$ cat config.mk
export PLATFORM = sky130hd
export DESIGN_NAME = imm_extend_pipe
export DESIGN_NICKNAME = d
export VERILOG_FILES = /design/src/rtl/imm_ext_pkg.sv /design/src/rtl/pipe_skid_reg.sv /design/src/rtl/imm_extend_pipe.sv
export SDC_FILE = /design/constraint.sdc
export NUM_CORES = 1
export LEC_CHECK = 0
export CAP_MARGIN = 40
export CORE_MARGIN = 4
export CORE_UTILIZATION = 40
export CTS_CLUSTER_SIZE = 25
export DETAILED_ROUTE_END_ITERATION = 12
export GPL_ROUTABILITY_DRIVEN = 0
export PLACE_DENSITY = 0.66
export REMOVE_ABC_BUFFERS = 1
export SYNTH_ARGS = -nofsm -noshare
export SYNTH_HDL_FRONTEND = slang
export SYNTH_SLANG_ARGS = --single-unit
export TNS_END_PERCENT = 100
$ cat constraint.sdc
create_clock -name clock -period 1.3 [get_ports clock]
set_input_delay 0.195 -clock clock [delete_from_list [all_inputs] [get_ports clock]]
set_output_delay 0.195 -clock clock [all_outputs]
set_load 0.1 [all_outputs]
$ cat src/rtl/imm_ext_pkg.sv
// Shared mode encodings for the immediate-extension unit.
package imm_ext_pkg;

  typedef logic [1:0] imm_mode_t;

  localparam imm_mode_t MODE_ZX  = 2'b00;
  localparam imm_mode_t MODE_SX  = 2'b01;
  localparam imm_mode_t MODE_SHL = 2'b10;
  localparam imm_mode_t MODE_LUI = 2'b11;

endpackage

$ cat src/rtl/pipe_skid_reg.sv
// Two-entry valid/ready pipeline buffer: an output register plus one skid register.
// The upstream ready is registered, so there is no combinational path from out_ready_i.
module pipe_skid_reg #(
  parameter int unsigned W = 8
) (
  input  logic         clk_i,
  input  logic         rst_i,
  input  logic         in_valid_i,
  output logic         in_ready_o,
  input  logic [W-1:0] in_data_i,
  output logic         out_valid_o,
  input  logic         out_ready_i,
  output logic [W-1:0] out_data_o
);

  logic         out_valid_q, out_valid_d;
  logic [W-1:0] out_data_q, out_data_d;
  logic         skid_valid_q, skid_valid_d;
  logic [W-1:0] skid_data_q, skid_data_d;
  logic         ready_q, ready_d;
  logic         accept, out_free;

  always_comb begin
    accept       = in_valid_i & ready_q;
    out_free     = ~out_valid_q | out_ready_i;
    out_valid_d  = out_valid_q;
    out_data_d   = out_data_q;
    skid_valid_d = skid_valid_q;
    skid_data_d  = skid_data_q;
    if (out_free) begin
      // ready_q is low whenever the skid is occupied, so skid refill and accept never collide
      if (skid_valid_q) begin
        out_valid_d  = 1'b1;
        out_data_d   = skid_data_q;
        skid_valid_d = 1'b0;
      end else if (accept) begin
        out_valid_d = 1'b1;
        out_data_d  = in_data_i;
      end else begin
        out_valid_d = 1'b0;
      end
    end else if (accept) begin
      skid_valid_d = 1'b1;
      skid_data_d  = in_data_i;
    end
    ready_d = ~skid_valid_d;
  end

  always_ff @(posedge clk_i) begin
    if (rst_i) begin
      out_valid_q  <= 1'b0;
      out_data_q   <= '0;
      skid_valid_q <= 1'b0;
      skid_data_q  <= '0;
      ready_q      <= 1'b0;
    end else begin
      out_valid_q  <= out_valid_d;
      out_data_q   <= out_data_d;
      skid_valid_q <= skid_valid_d;
      skid_data_q  <= skid_data_d;
      ready_q      <= ready_d;
    end
  end

  assign in_ready_o  = ready_q;
  assign out_valid_o = out_valid_q;
  assign out_data_o  = out_data_q;

endmodule

$ cat src/rtl/imm_extend_pipe.sv
// Pipelined immediate extender: zero/sign extend, sign extend + shift, or upper placement,
// followed by a 2-entry valid/ready buffer carrying {ovf, result}.
module imm_extend_pipe
  import imm_ext_pkg::*;
#(
  parameter int unsigned IN_W  = 6,
  parameter int unsigned OUT_W = 32,
  parameter int unsigned SHIFT = 2
) (
  input  logic             clock,
  input  logic             reset,
  input  logic             in_valid,
  output logic             in_ready,
  input  logic [IN_W-1:0]  in_value,
  input  imm_mode_t        in_mode,
  output logic             out_valid,
  input  logic             out_ready,
  output logic [OUT_W-1:0] out_result,
  output logic             out_ovf
);

  localparam int unsigned WideW = OUT_W + SHIFT;

  if (IN_W == 0 || IN_W > OUT_W || SHIFT >= OUT_W) begin : g_param_check
    $error("imm_extend_pipe: need 1 <= IN_W <= OUT_W and SHIFT < OUT_W");
  end

  // Returns {ovf, result}.
  function automatic logic [OUT_W:0] extend(input logic [IN_W-1:0] v, input imm_mode_t m);
    logic [WideW-1:0] wide;
    logic [OUT_W-1:0] res;
    logic             ovf;
    wide = WideW'($signed(v)) << SHIFT;
    res  = '0;
    ovf  = 1'b0;
    unique case (m)
      MODE_ZX:  res = OUT_W'(v);
      MODE_SX:  res = OUT_W'($signed(v));
      MODE_SHL: begin
        res = wide[OUT_W-1:0];
        // Dropped bits plus the new MSB must all match for the value to survive
        ovf = (|wide[WideW-1:OUT_W-1]) & ~(&wide[WideW-1:OUT_W-1]);
      end
      MODE_LUI: res = OUT_W'(v) << (OUT_W - IN_W);
      default:  res = '0;
    endcase
    return {ovf, res};
  endfunction

  logic [OUT_W:0] ext_data;
  logic [OUT_W:0] buf_data;

  assign ext_data = extend(in_value, in_mode);

  pipe_skid_reg #(
    .W(OUT_W + 1)
  ) u_skid (
    .clk_i      (clock),
    .rst_i      (reset),
    .in_valid_i (in_valid),
    .in_ready_o (in_ready),
    .in_data_i  (ext_data),
    .out_valid_o(out_valid),
    .out_ready_i(out_ready),
    .out_data_o (buf_data)
  );

  assign {out_ovf, out_result} = buf_data;

endmodule
* Word level (Yosys, flattened, before mapping)
Cells that the tools add are included.
Storage, ports and cells: output and inout bits 35, word-level logic and storage cells 24, flip-flop bits (word level) 68
Operators by class: mux-type cells 7, reductions and logical operators 4, bitwise gates (word level) 5, eq/ne operators 3
Operators with widths (count):
- 32-bit one-hot mux with 4 select lines | 1
- 33-bit 2-to-1 mux | 2
- 2-bit equality test, second input constant | 2
- 1-bit 2-to-1 mux | 4
- 2-bit AND reduction | 2
- 1-bit inverter | 3
- 2-bit by 1-bit equality test with 1-bit output, second input constant | 1
- 2-bit zero test | 1
- 2-bit nonzero test | 1
- 1-bit bitwise AND | 1
- 1-bit OR | 1

* Logic depth before layout (Yosys ltp)
word-level depth 4, gate-level depth with buffers 5, gate-level depth less buffers 3

* By module
From an unflattened synthesis, not the netlist that was laid out.
Second synthesis, totals: cell total of the unflattened synthesis 334, area, all modules 3125.5 um^2
By module, submodules not included:
- pipe_skid_reg | area each 2922.8 um^2, sequential area each 1381.3 um^2, cells each 308, instances 1
- imm_extend_pipe | area each 202.7 um^2, sequential area each 0.0 um^2, cells each 26, instances 1

* Least setup slack after synthesis
Ideal clock, no wire load.
path type reg2reg, start point reg u_skid.ready_q (netlist: u_skid.in_ready_o), end point reg u_skid.skid_data_q[6], stages on the path, launching flop included 4, slack -0.634 ns, library setup time 0.132 ns, arrival 1.802 ns, data required time 1.168 ns, period minus slack after synthesis 1.934 ns, path buffers 0, cell sequence dfxtp_1 nand4b_1 a211oi_1 nor3_1
Between the ends: word-level cells in the longest chain between the ends 2
RTL lines:
- start: declaration | RTL line pipe_skid_reg.sv:20 | logic ready_q, ready_d;
- start signal: assignment | RTL line pipe_skid_reg.sv:61 | ready_q <= ready_d;
- 1-bit bitwise AND | RTL line pipe_skid_reg.sv:24 | accept = in_valid_i & ready_q;
- 2-bit AND reduction (no line)
- end signal: assignment | RTL line pipe_skid_reg.sv:60 | skid_data_q <= skid_data_d;
- end: declaration | RTL line pipe_skid_reg.sv:19 | logic [W-1:0] skid_data_q, skid_data_d;
Every way passes these cells. A chain may end at the register's enable or synchronous reset.

==> out/qor.yml <==
finish:
  syn2layout_area_growth_pct: 61.6
  design_area_sq_um: 2640
  multi_input_comb_area_sq_um: 797
  num_antenna_cells: 0
  nFillCells: 272
  regArea_sq_um: 624
  nets: 248
  drive_gt1_share_pct: 38.4
sta:
  worst_clock_skew_ns: 0.00908
  setup_violations: 0
  layout_min_cycle_time_ns: 1.27
  fmax_mhz: 784
  period_share_pct: 98.1
  slew_violations: 0
  timing.final.ws_setup_ns: 0.0252
  rsz0062_at_grt: "no"
  hold_viol: 0
clock_network:
  clock_tree.root_cell: "clkbuf_8"
  clk_latency_ns: 0.28
  clock_path_buffers: 2
  cts_sinks: 31
  cts_tree: "built"
  cts_buffers: 5
  post_cts_buffers: 0
  cts_max_level: 2
  hold_buffers: 0
  cts.clk_slew.worst_paths_ns: 0.07
synthesis:
  synth_area_sq_um: 1630
  yosysWarnings: 0
  synth_cell_types: 37
  synth.largest_area_cell: "dfxtp_1"
  netlist_top_cells_count: "dfxtp_1, buf_4, nand2_1, a21oi_1, nor3_1"
  ys_seq_area_share_pct: 38.1
  ys.flop_type: "dfxtp_1"
  synth_area_leaders: "dfxtp_1, buf_4, a21oi_1"
  synth_top_area_share_pct: 38.1
  syn-mean-instance-area_sq_um: 8.67
  synthCells: 188
  synthMostInstantiatedCell: "dfxtp_1"
  synthArstFlopShare_pct: 0
  ys_seq_elements: 31
  synth-edff-count: 0
worst_hold_path:
  hp-class: "input port to flip-flop"
  worstHoldPathCells: 4
  worstHoldStart: "in_mode[1]"
  hold_path_end: "u_skid.skid_data_q[30]"
critical_path:
  cp_max_fo: 10
  reg2reg_setup_slack_ns: 0.06
  worstPathRequired_ns: 1.11
  critPathLaunchType: "flip-flop"
  endpoint_kind: "primary output"
  r2r_cells: 4
  r2r-start: "u_skid.skid_valid_q"
  r2r-end: "u_skid.out_data_o[30]"
  cp.arrival_ns: 1.08
  crit_type: "flip-flop to primary output"
floorplan:
  core-area_sq_um: 3800
  initial_core_util_pct: 42.9
  die_y_um: 71.8
  pin_count: 47
  die_x_um: 71.8
  die_area_sq_um: 5160
  rows: 22
place:
  numPortBuffers: 45
  pre_cts_slack_ns: -0.460
  placed_area_sq_um: 2500
  hpwl_um: 3390
grt:
  grt.total_usage_pct: 16.9
  grt_pass1_wl_um: 6920
  grt_pass1_vias: 1562
  grt_max_degree: 17
  antenna_found_initial: 0
  grt-ovfl-total: 0
power:
  p_per_area_nw_per_um2: 1080
  peakVddDrop_mv: 0.759
  p_leak_nw: 1.05
detailed_routing:
  ant_nets: 0
  avgRoutedWirePerCell_um: 15.6
  initialDrtViolationCount: 75
  drc: 0
  first_pass_iters: 4
  routed_via_density: 5.64
  drt-total-wl_um: 4450
  num_vias: 1608
job:
  maxCapViolations: 0
run_status:
  status: "completed"
## final cells by class
cell class / instances / share of cell area [%]
Timing Repair Buffer: 72 / 40.2
Sequential cell: 31 / 23.7
Inverter: 3 / 0.427
Tap cell: 48 / 2.28
Multi-Input combinational cell: 123 / 30.2
Clock buffer: 5 / 2.61
Clock inverter: 3 / 0.570
## critical path, stage by stage, from the launching register on
cell and delay, ns:
dfxtp_2 0.41, buf_12 0.19, buf_12 0.19
## timing repair
action | in CTS | in global routing
resized for setup | 6 | 4
setup endpoints to repair | 39 | 21
cloned | 1 | 0
hold endpoints to repair | 0 | 0
## placed cells by master, fill, tap and decap left out, types with 6 or more instances in the layout
master | netlist | routed
nand2_1 | 20 | 20
nor2_1 | 10 | 10
o21ai_0 | 6 | 6
nor2b_1 | 6 | 6
buf_4 | 22 | 23
clkdlybuf4s50_1 | 0 | 8
dfxtp_1 | 31 | 28
buf_12 | 0 | 36
nor3_1 | 14 | 14
a21oi_1 | 17 | 17
## how the worst max path moves through the flow
stage | start | endpoint | slack [ns]
global placement | in_mode[0] | u_skid.out_data_o[26] | -0.40
global route | u_skid.out_data_o[25] | out_result[15] | 0.005
CTS | in_mode[1] | u_skid.out_data_o[4] | 0.003
finish | u_skid.out_data_o[25] | out_result[9] | 0.03
detailed placement | in_mode[0] | u_skid.out_data_o[26] | -0.46
floorplan | u_skid.out_data_o[25] | u_skid.out_data_o[25] | -12.13
## cell families (layout without fill, tap and decap cells)
| kind of cell | count (synthesis) | in the layout | synth area share [%] |
|---|---|---|---|
| AND/OR/NAND/NOR | 69 | 69 | 23.5 |
| multiplexers | 5 | 5 | 3.68 |
| AO/OA/AOI/OAI | 47 | 47 | 19.6 |
| buffers and inverters | 34 | 83 | 13.9 |
| XOR/XNOR | 1 | 1 | 0.998 |
| other | 1 | 1 | 0.230 |
| flip-flops | 31 | 31 | 38.1 |
## metrics by stage
stage / util (%) / power [mW] / instances / TNS [ns] / hold WS [ns]
2_1_floorplan: - / 1.58 / 157 / -246.67 / 0.263
3_3_place_gp: 65.8 / 2.13 / 276 / -8.33 / 0.443
3_5_place_dp: 65.8 / 2.14 / 276 / -9.27 / 0.450
4_1_cts: 68.9 / 2.87 / 285 / 0 / 0.460
5_1_grt: 69.4 / 2.94 / 285 / 0 / 0.474
6_report: 69.4 / 2.85 / 285 / 0 / 0.438
## metal layers
layer | vias to the layer above | global-route usage, % | wire [um]
met5 | - | 0 | 0
met3 | 12 | 4.91 | 429
li1 | 750 | - | -
met2 | 88 | 29.8 | 2290
met1 | 758 | 17.5 | 1620
met4 | 0 | 10.4 | 110
## power by group
group / switching, mW / internal (mW)
combinational: 0.700 / 0.420
sequential: 0.0367 / 0.984
clock: 0.341 / 0.365
## registers in the layout, summed over array words and instances (netlist names)
name and cells:
u_skid.out_data_o 14, u_skid.skid_data_q 14, u_skid.in_ready_o 1, u_skid.out_valid_o 1, u_skid.skid_valid_q 1
(Power assumes the default switching activity.)
